[config.mk]
export PLATFORM = sky130hd
export DESIGN_NAME = mem_pipe_ctrl
export DESIGN_NICKNAME = d
export VERILOG_FILES = /design/src/rtl/mem_pipe_pkg.sv /design/src/rtl/mem_rd_pipe.sv /design/src/rtl/mem_pipe_ctrl.sv
export SDC_FILE = /design/constraint.sdc
export NUM_CORES = 1
export LEC_CHECK = 0
export CAP_MARGIN = 40
export CORE_ASPECT_RATIO = 0.75
export CORE_MARGIN = 2
export CORE_UTILIZATION = 30
export CTS_CLUSTER_SIZE = 28
export DETAILED_ROUTE_END_ITERATION = 6
export SLEW_MARGIN = 40
export SYNTH_ARGS = -nofsm -noshare
export SYNTH_HDL_FRONTEND = slang
export SYNTH_SLANG_ARGS = --single-unit
[constraint.sdc]
create_clock -name clk -period 5.7 [get_ports clk]
set_clock_uncertainty 0.15 [all_clocks]
set_input_delay 0.855 -clock clk [delete_from_list [all_inputs] [get_ports clk]]
set_output_delay 0.855 -clock clk [all_outputs]
set_load 0.01 [all_outputs]
[src/rtl/mem_pipe_pkg.sv]
// Shared definitions for the pipelined data store: op encoding, FSM states,
// and the byte-lane merge used by partial writes.
package mem_pipe_pkg;

  localparam logic OP_READ  = 1'b0;
  localparam logic OP_WRITE = 1'b1;

  typedef enum logic {
    CLEAR,
    READY
  } state_t;

  // Widest word byte_merge handles; callers zero-extend and truncate around it.
  localparam int unsigned MERGE_MAX_W = 1024;
  localparam int unsigned MERGE_BE_W  = MERGE_MAX_W / 8;

  function automatic logic [MERGE_MAX_W-1:0] byte_merge(
    input logic [MERGE_MAX_W-1:0] old_word,
    input logic [MERGE_MAX_W-1:0] new_word,
    input logic [MERGE_BE_W-1:0]  be
  );
    logic [MERGE_MAX_W-1:0] merged;
    merged = old_word;
    for (int unsigned i = 0; i < MERGE_BE_W; i++) begin
      if (be[i]) merged[8*i +: 8] = new_word[8*i +: 8];
    end
    return merged;
  endfunction

endpackage

[src/rtl/mem_rd_pipe.sv]
// RD_LAT-stage valid/data shift register carrying sampled read words to the
// response port; the output data register holds its value between pulses.
module mem_rd_pipe #(
  parameter int unsigned DATA_W = 32,
  parameter int unsigned RD_LAT = 2
) (
  input  logic              clk,
  input  logic              reset,
  input  logic              in_valid,
  input  logic [DATA_W-1:0] in_data,
  output logic              out_valid,
  output logic [DATA_W-1:0] out_data
);

  logic [RD_LAT-1:0] stage_v;
  logic [DATA_W-1:0] stage_d [RD_LAT];

  always_ff @(posedge clk) begin
    if (reset) begin
      stage_v <= '0;
      for (int unsigned k = 0; k < RD_LAT; k++) stage_d[k] <= '0;
    end else begin
      stage_v[0] <= in_valid;
      if (in_valid) stage_d[0] <= in_data;
      // Data only advances alongside a valid bit, so the last stage holds.
      for (int unsigned k = 1; k < RD_LAT; k++) begin
        stage_v[k] <= stage_v[k-1];
        if (stage_v[k-1]) stage_d[k] <= stage_d[k-1];
      end
    end
  end

  assign out_valid = stage_v[RD_LAT-1];
  assign out_data  = stage_d[RD_LAT-1];

endmodule

[src/rtl/mem_pipe_ctrl.sv]
// Parametrised single-port data store with valid/ready requests, byte-lane
// writes, a pipelined read path and a clear sweep after every reset.
module mem_pipe_ctrl
  import mem_pipe_pkg::*;
#(
  parameter int unsigned        DATA_W  = 32,
  parameter int unsigned        ADDR_W  = 4,
  parameter int unsigned        RD_LAT  = 2,
  parameter logic [DATA_W-1:0]  CLR_VAL = '0
) (
  input  logic                clk,
  input  logic                reset,
  input  logic                req_valid,
  output logic                req_ready,
  input  logic                req_op,
  input  logic [ADDR_W-1:0]   req_addr,
  input  logic [DATA_W-1:0]   req_data,
  input  logic [DATA_W/8-1:0] req_be,
  output logic                rsp_valid,
  output logic [DATA_W-1:0]   rsp_data,
  output logic                init_done
);

  localparam int unsigned DEPTH = 1 << ADDR_W;

  logic [DATA_W-1:0] mem [DEPTH];
  state_t            state;
  logic [ADDR_W-1:0] clr_addr;
  logic              accept;
  logic              rd_v;
  logic [DATA_W-1:0] rd_word;
  logic [DATA_W-1:0] wr_word;

  assign accept = req_valid && req_ready && (state == READY);

  always_comb begin
    wr_word = DATA_W'(byte_merge(MERGE_MAX_W'(mem[req_addr]),
                                 MERGE_MAX_W'(req_data),
                                 MERGE_BE_W'(req_be)));
  end

  always_ff @(posedge clk) begin
    if (reset) begin
      state     <= CLEAR;
      clr_addr  <= '0;
      req_ready <= 1'b0;
      init_done <= 1'b0;
    end else begin
      case (state)
        CLEAR: begin
          clr_addr <= clr_addr + 1'b1;
          if (clr_addr == ADDR_W'(DEPTH - 1)) state <= READY;
        end
        READY: begin
          req_ready <= 1'b1;
          init_done <= 1'b1;
        end
        default: state <= CLEAR;
      endcase
    end
  end

  always_ff @(posedge clk) begin
    if (!reset) begin
      if (state == CLEAR)
        mem[clr_addr] <= CLR_VAL;
      else if (accept && req_op == OP_WRITE)
        mem[req_addr] <= wr_word;
    end
  end

  // Accept-edge sample; the RD_LAT pipe stages follow it.
  always_ff @(posedge clk) begin
    if (reset) begin
      rd_v    <= 1'b0;
      rd_word <= '0;
    end else begin
      rd_v <= accept && (req_op == OP_READ);
      if (accept && req_op == OP_READ) rd_word <= mem[req_addr];
    end
  end

  mem_rd_pipe #(
    .DATA_W (DATA_W),
    .RD_LAT (RD_LAT)
  ) u_rd_pipe (
    .clk       (clk),
    .reset     (reset),
    .in_valid  (rd_v),
    .in_data   (rd_word),
    .out_valid (rsp_valid),
    .out_data  (rsp_data)
  );

endmodule

==> Flow_metrics.wiki <==
{| class="wikitable"
! Metric !! Value
|-
| Final clock period utilization by the worst path || 64.8%
|-
| Worst Setup Start Kind || input pin
|-
| Main flop type after synthesis || sky130_fd_sc_hd__edfxtp_1
|-
| Number of top-level design ports || 79
|-
| Maximum capacitance violations || 0
|-
| Sink Count || approximately 620
|-
| Initial cell density of the core || a little under a third
|-
| Largest fanout of any net on the critical path || 24
|-
| Detailed placer's ending HPWL || 37.2 mm
|-
| Final setup vio count || 0
|-
| Global-route wire length before repair || about 85 mm
|-
| Count of cells resized by post-cts repair || 0
|-
| Floorplan die width || ~330 um
|-
| Hold crit path type || flip-flop to flip-flop
|-
| Worst-path cell chain || clkdlybuf4s50_1 > nor2b_1 > nand2_2 > mux2i_2 > nor2_4 > buf_4
|-
| Headroom to the max-slew limit || roughly 48%
|-
| Inserted Clock Buffers || 56
|-
| Maximum level of the CTS H-tree || 2
|-
| Endpoint arrival time on the critical path || 3790 ps
|-
| Number of failing hold endpoints at the final stage || 0
|-
| Number of nets with antenna violations after routing || 0
|-
| Slowest stage cell, crit path || sky130_fd_sc_hd__nor2_4
|-
| Crit path setup slack, layout || around 2000 ps
|-
| Number of hold buffers added after CTS || 0
|-
| Die span in y || 250 um
|-
| Synthesized netlist net count || approximately 1400
|-
| Worst Path Buf+Inv || 2
|-
| Reported leakage power || roughly 10 nW
|-
| Cells after synthesis || 1353
|-
| Area Growth Syn to Fin || 16.9%
|-
| GR Overflow Total || 0
|-
| Nature of the critical path endpoint || flip-flop
|-
| Number of synthesized flops with an enable pin || around 580
|-
| Vias in the first global route || between 10000 and 15000
|-
| Setup total negative slack || 0 ps
|-
| Sequential element share of the synthesized area || ~75%
|-
| Maximum number of pins on one net before global-route repair || 47
|-
| Fraction of synthesis flops using an asynchronous set or reset pin || 0%
|-
| Share of layout cells above drive strength 1 || between 10% and 20%
|-
| TritonCTS clock tree || done
|-
| Required time of the worst setup path || between 5000 and 6000 ps
|-
| Port bufs || between 70 and 80
|-
| Clock input transition at the sequential cells of the worst setup and hold paths || ~60 ps
|-
| Netlist Area Pre-Place || around 24000 um^2
|-
| Leading area contributor after synthesis || sky130_fd_sc_hd__edfxtp_1
|-
| Slew at the pin closest to its max-slew limit || between 700 and 800 ps
|-
| Number of antenna violations at the first check in global routing || 1
|-
| Outcome || finished, final reports clean
|-
| Met3 routed wirelength || 5.24 mm
|-
| Total routing usage reported by global routing || 13.7%
|-
| Achievable Freq || 271 MHz
|-
| Total vias in the final route || about 12000
|-
| Post-CTS Setup Repair Bufs || 0
|-
| Number of nets in the final layout || 1484
|-
| Sum of met2 wire segment lengths after detailed routing || around 25 mm
|-
| Worst skew pair latency || 600 ps
|-
| Count of different cell masters after synthesis || 40
|-
| Max-slew violation count || 0
|-
| Fraction of post-synthesis cell area in the top cell type by area || a little under three quarters
|-
| Top routing layer used || met4
|-
| Wire length per cell after detailed routing || roughly 23 um
|-
| Top cell family by delay on the critical path || simple AND/OR/NAND/NOR gates
|-
| Met1 layer wirelength in the final routing || about 27 mm
|-
| RSZ-0062 raised after global routing || false
|-
| FF-to-FF setup slack || between 2000 and 2500 ps
|-
| Synth top cells by count || 576 x sky130_fd_sc_hd__edfxtp_1, 133 x sky130_fd_sc_hd__mux2i_1, 92 x sky130_fd_sc_hd__nor2_1
|-
| Number of vias per cell || around 4.9
|-
| Number of iterations in the first detailed-routing pass || 5
|-
| Drc violations || 0
|-
| Die area || around 83000 um^2
|-
| Power per cell area || 318 nW/um^2
|-
| Largest voltage drop on the vdd net || about 0.00022 V
|-
| Drt total wl || approximately 58 mm
|-
| Final antenna diode count || 0
|-
| Cell with the most instances after synthesis || sky130_fd_sc_hd__edfxtp_1
|-
| Maximum cell stage delay along the critical path || ~630 ps
|-
| Path type of the worst setup path || input pin to flip-flop
|-
| Synth warnings || 0
|-
| Placement Setup Slack || about 1400 ps
|-
| Synthesized flop and latch total || 617
|-
| RePlAce Congestion || roughly 0.78
|-
| Ranking of synthesized cells by area || sky130_fd_sc_hd__edfxtp_1 71%, sky130_fd_sc_hd__mux4_2 5.8%, sky130_fd_sc_hd__mux2i_1 5.5%
|-
| Avg Synthesized Cell Area || ~18 um^2
|-
| Clock period minus worst slack || approximately 3700 ps
|-
| Clock Root Buffer || sky130_fd_sc_hd__clkbuf_16
|-
| Clock tree buffer depth || 3
|-
| Std cell rows || 90
|-
| First DRT Iteration DRCs || ~1200
|-
| Placeable Area || ~80000 um^2
|}
layout by cell type (no fill, tap or decap), types with 6 or more instances in the layout:
master | Yosys | routed
sky130_fd_sc_hd__edfxtp_1 | 576 | 576
sky130_fd_sc_hd__mux2i_1 | 133 | 131
sky130_fd_sc_hd__nor2_1 | 92 | 74
sky130_fd_sc_hd__clkdlybuf4s50_1 | 0 | 74
sky130_fd_sc_hd__nor2b_1 | 71 | 70
sky130_fd_sc_hd__mux4_2 | 63 | 63
sky130_fd_sc_hd__a221o_1 | 56 | 56
sky130_fd_sc_hd__clkbuf_16 | 0 | 56
sky130_fd_sc_hd__dfxtp_1 | 41 | 41
sky130_fd_sc_hd__buf_4 | 45 | 41
sky130_fd_sc_hd__inv_1 | 32 | 32
sky130_fd_sc_hd__a21oi_1 | 31 | 31
sky130_fd_sc_hd__a22o_1 | 27 | 27
sky130_fd_sc_hd__o21a_1 | 26 | 26
sky130_fd_sc_hd__o22ai_1 | 25 | 18
sky130_fd_sc_hd__nor2_4 | 0 | 17
sky130_fd_sc_hd__clkbuf_1 | 42 | 14
sky130_fd_sc_hd__clkinv_2 | 0 | 11
sky130_fd_sc_hd__nand2b_1 | 10 | 10
sky130_fd_sc_hd__clkinv_1 | 2 | 10
sky130_fd_sc_hd__buf_16 | 0 | 10
sky130_fd_sc_hd__buf_8 | 0 | 8
sky130_fd_sc_hd__a221oi_1 | 7 | 7
sky130_fd_sc_hd__o22ai_2 | 0 | 7
sky130_fd_sc_hd__clkbuf_8 | 0 | 7
sky130_fd_sc_hd__a2bb2oi_1 | 6 | 6
sky130_fd_sc_hd__a211oi_1 | 7 | 6
sky130_fd_sc_hd__o2bb2ai_1 | 6 | 6
final timing paths:
kind,start,endpoint,depth (start not counted)
hold / removal,rd_word[28]$_SDFFE_PP0P_,rd_word[28]$_SDFFE_PP0P_,1
setup reg to reg,state$_SDFF_PP0_,mem[8][27]$_DFFE_PP_,5
setup / recovery,reset,mem[8][27]$_DFFE_PP_,6
hold reg to reg,rd_word[28]$_SDFFE_PP0P_,rd_word[28]$_SDFFE_PP0P_,1
layer usage:
metal / track usage (%) / up-vias
met5: 0 / -
met4: 2.66 / 0
met3: 4.46 / 59
met2: 20.2 / 416
met1: 19.8 / 6449
li1: - / 5512
state kept, by name, indices dropped and copies added (netlist names):
signal and flops:
mem 512, u_rd_pipe.stage_d 64, init_done 1, u_rd_pipe.stage_v 2
rd_v 1, state 1, rd_word 32, clr_addr 4
stage by stage:
step	area, um^2	util [%]	total power, W	hold slack [ps]	instances
6_report	28400	35.4	0.00903	318	2543
5_1_grt	28400	35.4	0.00932	337	2543
4_1_cts	28300	35.2	0.00909	319	2539
3_5_place_dp	26500	33.0	0.00552	304	2435
3_3_place_gp	26200	32.6	0.00551	289	2421
2_1_floorplan	24300	-	0.00533	275	1353
worst register-to-register path: stages, from the launching register on:
cell and delay, ps:
sky130_fd_sc_hd__dfxtp_1 500, sky130_fd_sc_hd__and3_1 350, sky130_fd_sc_hd__nand2_2 430, sky130_fd_sc_hd__mux2i_2 420
sky130_fd_sc_hd__nor2_4 630, sky130_fd_sc_hd__buf_4 430
cell families after synthesis:
logic type,synth area share (%)
muxes,11.3
buffers and inverters,3.48
AOI/OAI and AO/OA,6.47
DFF,74.6
xor gates and xnor gates,0.108
adders and majority gates,0.0515
and+or+nand+nor,3.93
layout make-up:
| type | instances | area (um^2) |
|---|---|---|
| fillers | 7407 | 51900 |
| flip-flops and latches | 617 | 18100 |
| multi-input cells | 590 | 5530 |
| clock buffers | 77 | 1550 |
| repair buffers | 140 | 1540 |
| well taps | 1058 | 1320 |
| clock inverters | 27 | 199 |
| inverters | 34 | 129 |
power breakdown:
| group | switching (W) | internal [W] |
|---|---|---|
| Clock | 0.00160 | 0.00199 |
| Sequential | 0.0000172 | 0.00495 |
| Combinational | 0.000288 | 0.000180 |
No activity file was read; power rests on OpenSTA's default activity.
